## src/rtl/pad_seq_ctrl.sv

```systemverilog
// pad_seq_ctrl
//   Owns a project's test-pad resource and applies pad changes requested
//   through single-word commands on a valid/ready handshake.
//
//   Ports
//     clk         : single clock, all state on the rising edge
//     rst         : synchronous, active-high reset
//     cmd_valid   : command present
//     cmd_ready   : block can accept a command (high while idle)
//     cmd_op      : 0=SET_OUT, 1=SET_DIR, 2=SET_CFG, 3=SAMPLE
//     cmd_data    : 18-bit operand, low bits used per op
//     done        : one-cycle pulse when a command completes
//     busy        : SET_CFG tristate sequence in progress
//     pad_in      : raw asynchronous pad inputs
//     pad_out     : pad output values
//     pad_dir     : pad direction, 1 = output driven
//     pad_config  : pad configuration word
//     in_sync     : last sampled, synchronized pad_in
//
//   Build option
//     PAD_SEQ_SAFE_CFG_EN : when defined, SET_CFG runs a glitch-safe sequence
//       (tristate, settle, apply config, settle, restore direction). When
//       undefined, SET_CFG applies the config word immediately like the other
//       simple ops and the settle states and counter are not built.
module pad_seq_ctrl #(
  parameter int unsigned SETTLE_CYCLES = 4
) (
  input  logic        clk,
  input  logic        rst,
  input  logic        cmd_valid,
  output logic        cmd_ready,
  input  logic [1:0]  cmd_op,
  input  logic [17:0] cmd_data,
  output logic        done,
  output logic        busy,
  input  logic [3:0]  pad_in,
  output logic [1:0]  pad_out,
  output logic [3:0]  pad_dir,
  output logic [17:0] pad_config,
  output logic [3:0]  in_sync
);

  if (SETTLE_CYCLES < 1 || SETTLE_CYCLES > 255) begin : g_bad_settle
    $error("pad_seq_ctrl: SETTLE_CYCLES must be in 1..255");
  end

  localparam logic [1:0] OP_SET_OUT = 2'd0;
  localparam logic [1:0] OP_SET_DIR = 2'd1;
  localparam logic [1:0] OP_SET_CFG = 2'd2;

  logic [3:0]  sync1_q;
  logic [3:0]  sync2_q;
  logic [1:0]  pad_out_q;
  logic [3:0]  pad_dir_q;
  logic [17:0] pad_config_q;
  logic [3:0]  in_sync_q;
  logic        done_q;
  logic        accept;

`ifdef PAD_SEQ_SAFE_CFG_EN
  typedef enum logic [1:0] {
    ST_IDLE  = 2'd0,
    ST_WAIT1 = 2'd1,
    ST_WAIT2 = 2'd2
  } state_t;

  localparam logic [7:0] SETTLE_M1 = 8'(SETTLE_CYCLES - 1);

  state_t      state_q;
  logic [7:0]  cnt_q;
  logic [17:0] cfg_pend_q;
  // Direction requested by SET_DIR; restored after the tristate window.
  logic [3:0]  dir_saved_q;

  assign cmd_ready = (state_q == ST_IDLE);
  assign busy      = (state_q != ST_IDLE);
`else
  assign cmd_ready = 1'b1;
  assign busy      = 1'b0;
`endif

  assign accept = cmd_valid & cmd_ready;

  always_ff @(posedge clk) begin
    if (rst) begin
      sync1_q      <= '0;
      sync2_q      <= '0;
      pad_out_q    <= '0;
      pad_dir_q    <= '0;
      pad_config_q <= '0;
      in_sync_q    <= '0;
      done_q       <= 1'b0;
`ifdef PAD_SEQ_SAFE_CFG_EN
      state_q      <= ST_IDLE;
      cnt_q        <= '0;
      dir_saved_q  <= '0;
`endif
    end else begin
      // Two-flop synchronizer runs continuously; SAMPLE only snapshots it.
      sync1_q <= pad_in;
      sync2_q <= sync1_q;
      done_q  <= 1'b0;

      if (accept) begin
        case (cmd_op)
          OP_SET_OUT: begin
            pad_out_q <= cmd_data[1:0];
            done_q    <= 1'b1;
          end
          OP_SET_DIR: begin
            pad_dir_q   <= cmd_data[3:0];
`ifdef PAD_SEQ_SAFE_CFG_EN
            dir_saved_q <= cmd_data[3:0];
`endif
            done_q      <= 1'b1;
          end
          OP_SET_CFG: begin
`ifdef PAD_SEQ_SAFE_CFG_EN
            // Tristate all pads first; the new config lands after one settle
            // period with nothing driven.
            cfg_pend_q <= cmd_data;
            pad_dir_q  <= '0;
            cnt_q      <= SETTLE_M1;
            state_q    <= ST_WAIT1;
`else
            pad_config_q <= cmd_data;
            done_q       <= 1'b1;
`endif
          end
          default: begin
            in_sync_q <= sync2_q;
            done_q    <= 1'b1;
          end
        endcase
      end

`ifdef PAD_SEQ_SAFE_CFG_EN
      case (state_q)
        ST_WAIT1: begin
          if (cnt_q == 8'd0) begin
            pad_config_q <= cfg_pend_q;
            cnt_q        <= SETTLE_M1;
            state_q      <= ST_WAIT2;
          end else begin
            cnt_q <= cnt_q - 8'd1;
          end
        end
        ST_WAIT2: begin
          if (cnt_q == 8'd0) begin
            pad_dir_q <= dir_saved_q;
            done_q    <= 1'b1;
            state_q   <= ST_IDLE;
          end else begin
            cnt_q <= cnt_q - 8'd1;
          end
        end
        default: ;
      endcase
`endif
    end
  end

  assign pad_out    = pad_out_q;
  assign pad_dir    = pad_dir_q;
  assign pad_config = pad_config_q;
  assign in_sync    = in_sync_q;
  assign done       = done_q;

endmodule

```

## config.mk

```make
export PLATFORM = sky130hd
export DESIGN_NAME = pad_seq_ctrl
export DESIGN_NICKNAME = d
export VERILOG_FILES = /design/src/rtl/pad_seq_ctrl.sv
export SDC_FILE = /design/constraint.sdc
export NUM_CORES = 1
export LEC_CHECK = 0
export CORE_MARGIN = 2
export CORE_UTILIZATION = 48
export CTS_BUF_LIST = sky130_fd_sc_hd__clkbuf_8
export CTS_CLUSTER_DIAMETER = 200
export DETAILED_ROUTE_END_ITERATION = 16
export GPL_TIMING_DRIVEN = 0
export HOLD_SLACK_MARGIN = 0.08
export PLACE_DENSITY_LB_ADDON = 0.1
export SLEW_MARGIN = 15
export SYNTH_ARGS = -nofsm -noshare
export SYNTH_HDL_FRONTEND = slang
export SYNTH_SLANG_ARGS = --single-unit
```

## constraint.sdc

```tcl
create_clock -name clk -period 2.2 [get_ports clk]
set_input_delay 0.44 -clock clk [delete_from_list [all_inputs] [get_ports clk]]
set_output_delay 0.44 -clock clk [all_outputs]
set_load 0.02 [all_outputs]
```

==> results.txt <==
In the final layout, the share of cells above drive strength 1 is approximately 5.4%. STA classifies the critical path startpoint as a register. Setup repair after global routing left no endpoint under its margin. The maximum count of clock buffers along a single path is 2. The most congested layer reported by global routing is met2. The worst register-to-register path begins at pad_config[9]$_SDFFE_PP0P_.

Summed over all nets, the half-perimeter wirelength after detailed placement is approximately 2300 µm. The final count of negative-setup-slack endpoints came out at 0. The count of endpoints failing hold in the final timing report came out at 0. The TritonCTS buffer count is 5. The total leakage power is 0.833 nW.

The endpoint arrival time on the critical path is about 1200 ps. The cell area after technology mapping is between 1000 and 1500 µm². The element type at the critical path end is an output port. The initial core utilization came out at ~50%. The flow ran to the end, and the final reports show no timing, DRC or antenna violations. The library cells used most frequently in the layout, excluding fill and tap cells, are sky130_fd_sc_hd__clkdlybuf4s50_1 (54), sky130_fd_sc_hd__nand2b_1 (50), sky130_fd_sc_hd__dfxtp_1 (37).

The endpoint of the most critical register-to-register path is pad_config[9]$_SDFFE_PP0P_. The total global routing track utilization is 18.7%. The synthesis-to-layout area growth came out at 44.6%. On the critical path, the stage with the largest delay is an instance of sky130_fd_sc_hd__clkdlybuf4s50_1. The routability congestion estimate came out at 0.691. The die covers 3580 µm². Counting instances, the worst hold path has a depth of 1. The count of placed standard cells in the final layout, fillers left out came out at roughly 240. The count of maximum capacitance violations came out at 0. The longest individual stage delay on the worst path came out at ~630 ps. Entering global routing, the biggest net connects 11 pins. The overall power after layout came out at approximately 1.3 mW. The number of cells produced by synthesis came out at around 140.

The number of port buffers came out at 54. The commonest non-fill, non-tap cell in the layout is sky130_fd_sc_hd__clkdlybuf4s50_1. After clock tree synthesis, the flow added hold-fix buffers numbering 0. For this run, the share of the core covered by cells in the final layout is between 70 and 80%.

Summed over all layers, the global routing overflow is 0. Wires add up to roughly 3000 µm. The synthesized area per cell is 10.6 µm². The wire length per cell after detailed routing is between 10 and 15 µm. The TritonCTS clock tree is done. The via count of the first global-routing pass came out at around 1.1k. For this design the top-level I/O count stands at just under 60. The summed negative setup slack over all endpoints came out at 0 ps. The clock transition time at the flip-flop clock pins of the worst setup and hold paths is ~70 ps.

For this run, design rule violations remaining after detail routing come to 0. The critical path goes through clkdlybuf4s50_1. The flip-flop and latch count after synthesis came out at 37. The die boundary height is 59.8 µm. The part of the Yosys area used for sequential elements came out at roughly half.

The placeable core region came out at 3000 µm². The count of vias placed by the detailed router is 1,129. The sink count of the clock tree came out at 37. The initial antenna violation count came out at 0. The iteration-0 DRC count of the detailed router is 14. The worst hold path begins at sync1_q[1]$_SDFF_PP0_. For met2 alone, demand over resource in global routing was 31.5%. Counting both buffers and inverters, the worst setup path holds a total of 1. The global routing met1 resource utilization is between 20% and 30%. The net count after synthesis is 168. The period utilization is between 70% and 80%. The worst hold path terminates at sync2_q[1]$_SDFF_PP0_.

The final critical delay including setup and external delays is roughly 1700 ps. The max-slew violation count is 0. Of all nets on the critical path, the largest fanout is 2. The maximum clock frequency came out at around 590 MHz. The count of antenna-violating nets left after detailed routing is 0. The count of yosys warnings during synthesis came out at 0. The cell sitting at the root of the clock tree is a sky130_fd_sc_hd__clkbuf_8.

The routing usage on met3 came out at just under 6%. The width of the chip came out at roughly 60 µm. Post-CTS timing repair inserted 0 buffers for setup.

The post-placement cell count is about 230. Post-CTS repair changed the size of 0 cells. The insertion delay to the later sink of the worst-skew pair is 280 ps.

The number of vias per cell after detailed routing came out at slightly below 5. The worst hold path belongs to the class reg2reg. The antenna diode count is 0. The cell family contributing the most delay on the critical path is buffers and inverters. The maximum vdd ir drop came out at 384 µV.

The number of levels the H-tree was split into came out at 2. The clock skew after layout came out at around 2.1 ps. The number of optimization iterations in the first detailed-route pass came out at 3.

The setup path with the least slack is of type reg2out. The required time of the worst setup path is 1760 ps. The worst reg-to-reg setup slack came out at around 1600 ps. The total power per unit cell area came out at around 620 nW/µm².

The final net count is approximately 230. The number of placement rows is 20. The post-synthesis cell type count came out at 14.

The global-route wire length before repair is ~5000 µm. The count of cells along the worst register-to-register path came out at 2.
## power breakdown
| group | internal [mW] | leakage [nW] | total (mW) | switching (mW) |
|---|---|---|---|---|
| clock | 0.243 | 0.0485 | 0.454 | 0.210 |
| sequential | 0.694 | 0.302 | 0.704 | 0.00973 |
| combinational | 0.111 | 0.483 | 0.187 | 0.0755 |
| total | 1.05 | 0.833 | 1.34 | 0.296 |
## worst max-delay path by stage
stage	startpoint	end	slack, ps	cells after the start
CTS	pad_config[3]$_SDFFE_PP0P_	pad_config[3]	500	1
detailed placement	cmd_valid	pad_config[9]$_SDFFE_PP0P_	390	5
finish	pad_config[3]$_SDFFE_PP0P_	pad_config[3]	520	1
floorplan	cmd_op[0]	pad_config[10]$_SDFFE_PP0P_	1010	4
global placement	cmd_valid	pad_config[16]$_SDFFE_PP0P_	440	5
global route	in_sync[3]$_SDFFE_PP0P_	in_sync[3]	480	1
## cell usage after synthesis
cell                       count  share of area [%]
sky130_fd_sc_hd__nand3b_1      1               0.50
sky130_fd_sc_hd__mux2i_1      28                 19
sky130_fd_sc_hd__or3b_1        1               0.59
sky130_fd_sc_hd__and3b_1       1               0.59
sky130_fd_sc_hd__buf_4         2                1.0
sky130_fd_sc_hd__and3_1        1               0.42
sky130_fd_sc_hd__conb_1        2               0.50
sky130_fd_sc_hd__nor2b_1       7                2.9
sky130_fd_sc_hd__dfxtp_1      37                 49
sky130_fd_sc_hd__clkbuf_1      6                1.5
sky130_fd_sc_hd__nand2b_1     50                 21
sky130_fd_sc_hd__and2b_1       2                1.0
sky130_fd_sc_hd__buf_6         2                1.5
sky130_fd_sc_hd__clkbuf_2      1               0.33
## logic make-up after synthesis
kind of cell           share of synthesized area [%]
other                                          0.502
multiplexers                                    18.7
buffers and inverters                           4.35
flip-flops                                      49.5
AND/OR/NAND/NOR                                 26.9
## cell type report
cell class | count | area (µm²)
fillers | 235 | 838
well taps | 33 | 41.3
clock buffers | 6 | 82.6
flip-flops and latches | 37 | 741
repair buffers | 54 | 541
clock inverters | 1 | 3.75
plain buffers | 11 | 65.1
multi-input cells | 93 | 691
## routing by layer
layer	vias up	wire (µm)	share of wire (%)
met3	7	223	7.4
met2	39	1460	48
met4	0	50	1.7
met1	519	1280	42
met5	-	0	0
li1	564	-	-
## registers in the layout, summed over array words and instances, names as in the netlist
register / cells
done: 1
pad_out: 2
pad_config: 18
pad_dir: 4
sync2_q: 4
in_sync: 4
sync1_q: 4
## metrics by stage
| step | hold WS [ps] | worst slack [ps] | instance area, µm² |
|---|---|---|---|
| detailed placement | 424 | 391 | 2080 |
| CTS | 445 | 498 | 2160 |
| floorplan | 411 | 1010 | 1500 |
| global placement | 418 | 444 | 2080 |
| finish | 438 | 517 | 2160 |
| global route | 453 | 482 | 2160 |
Power figures use the tool's default switching activity.
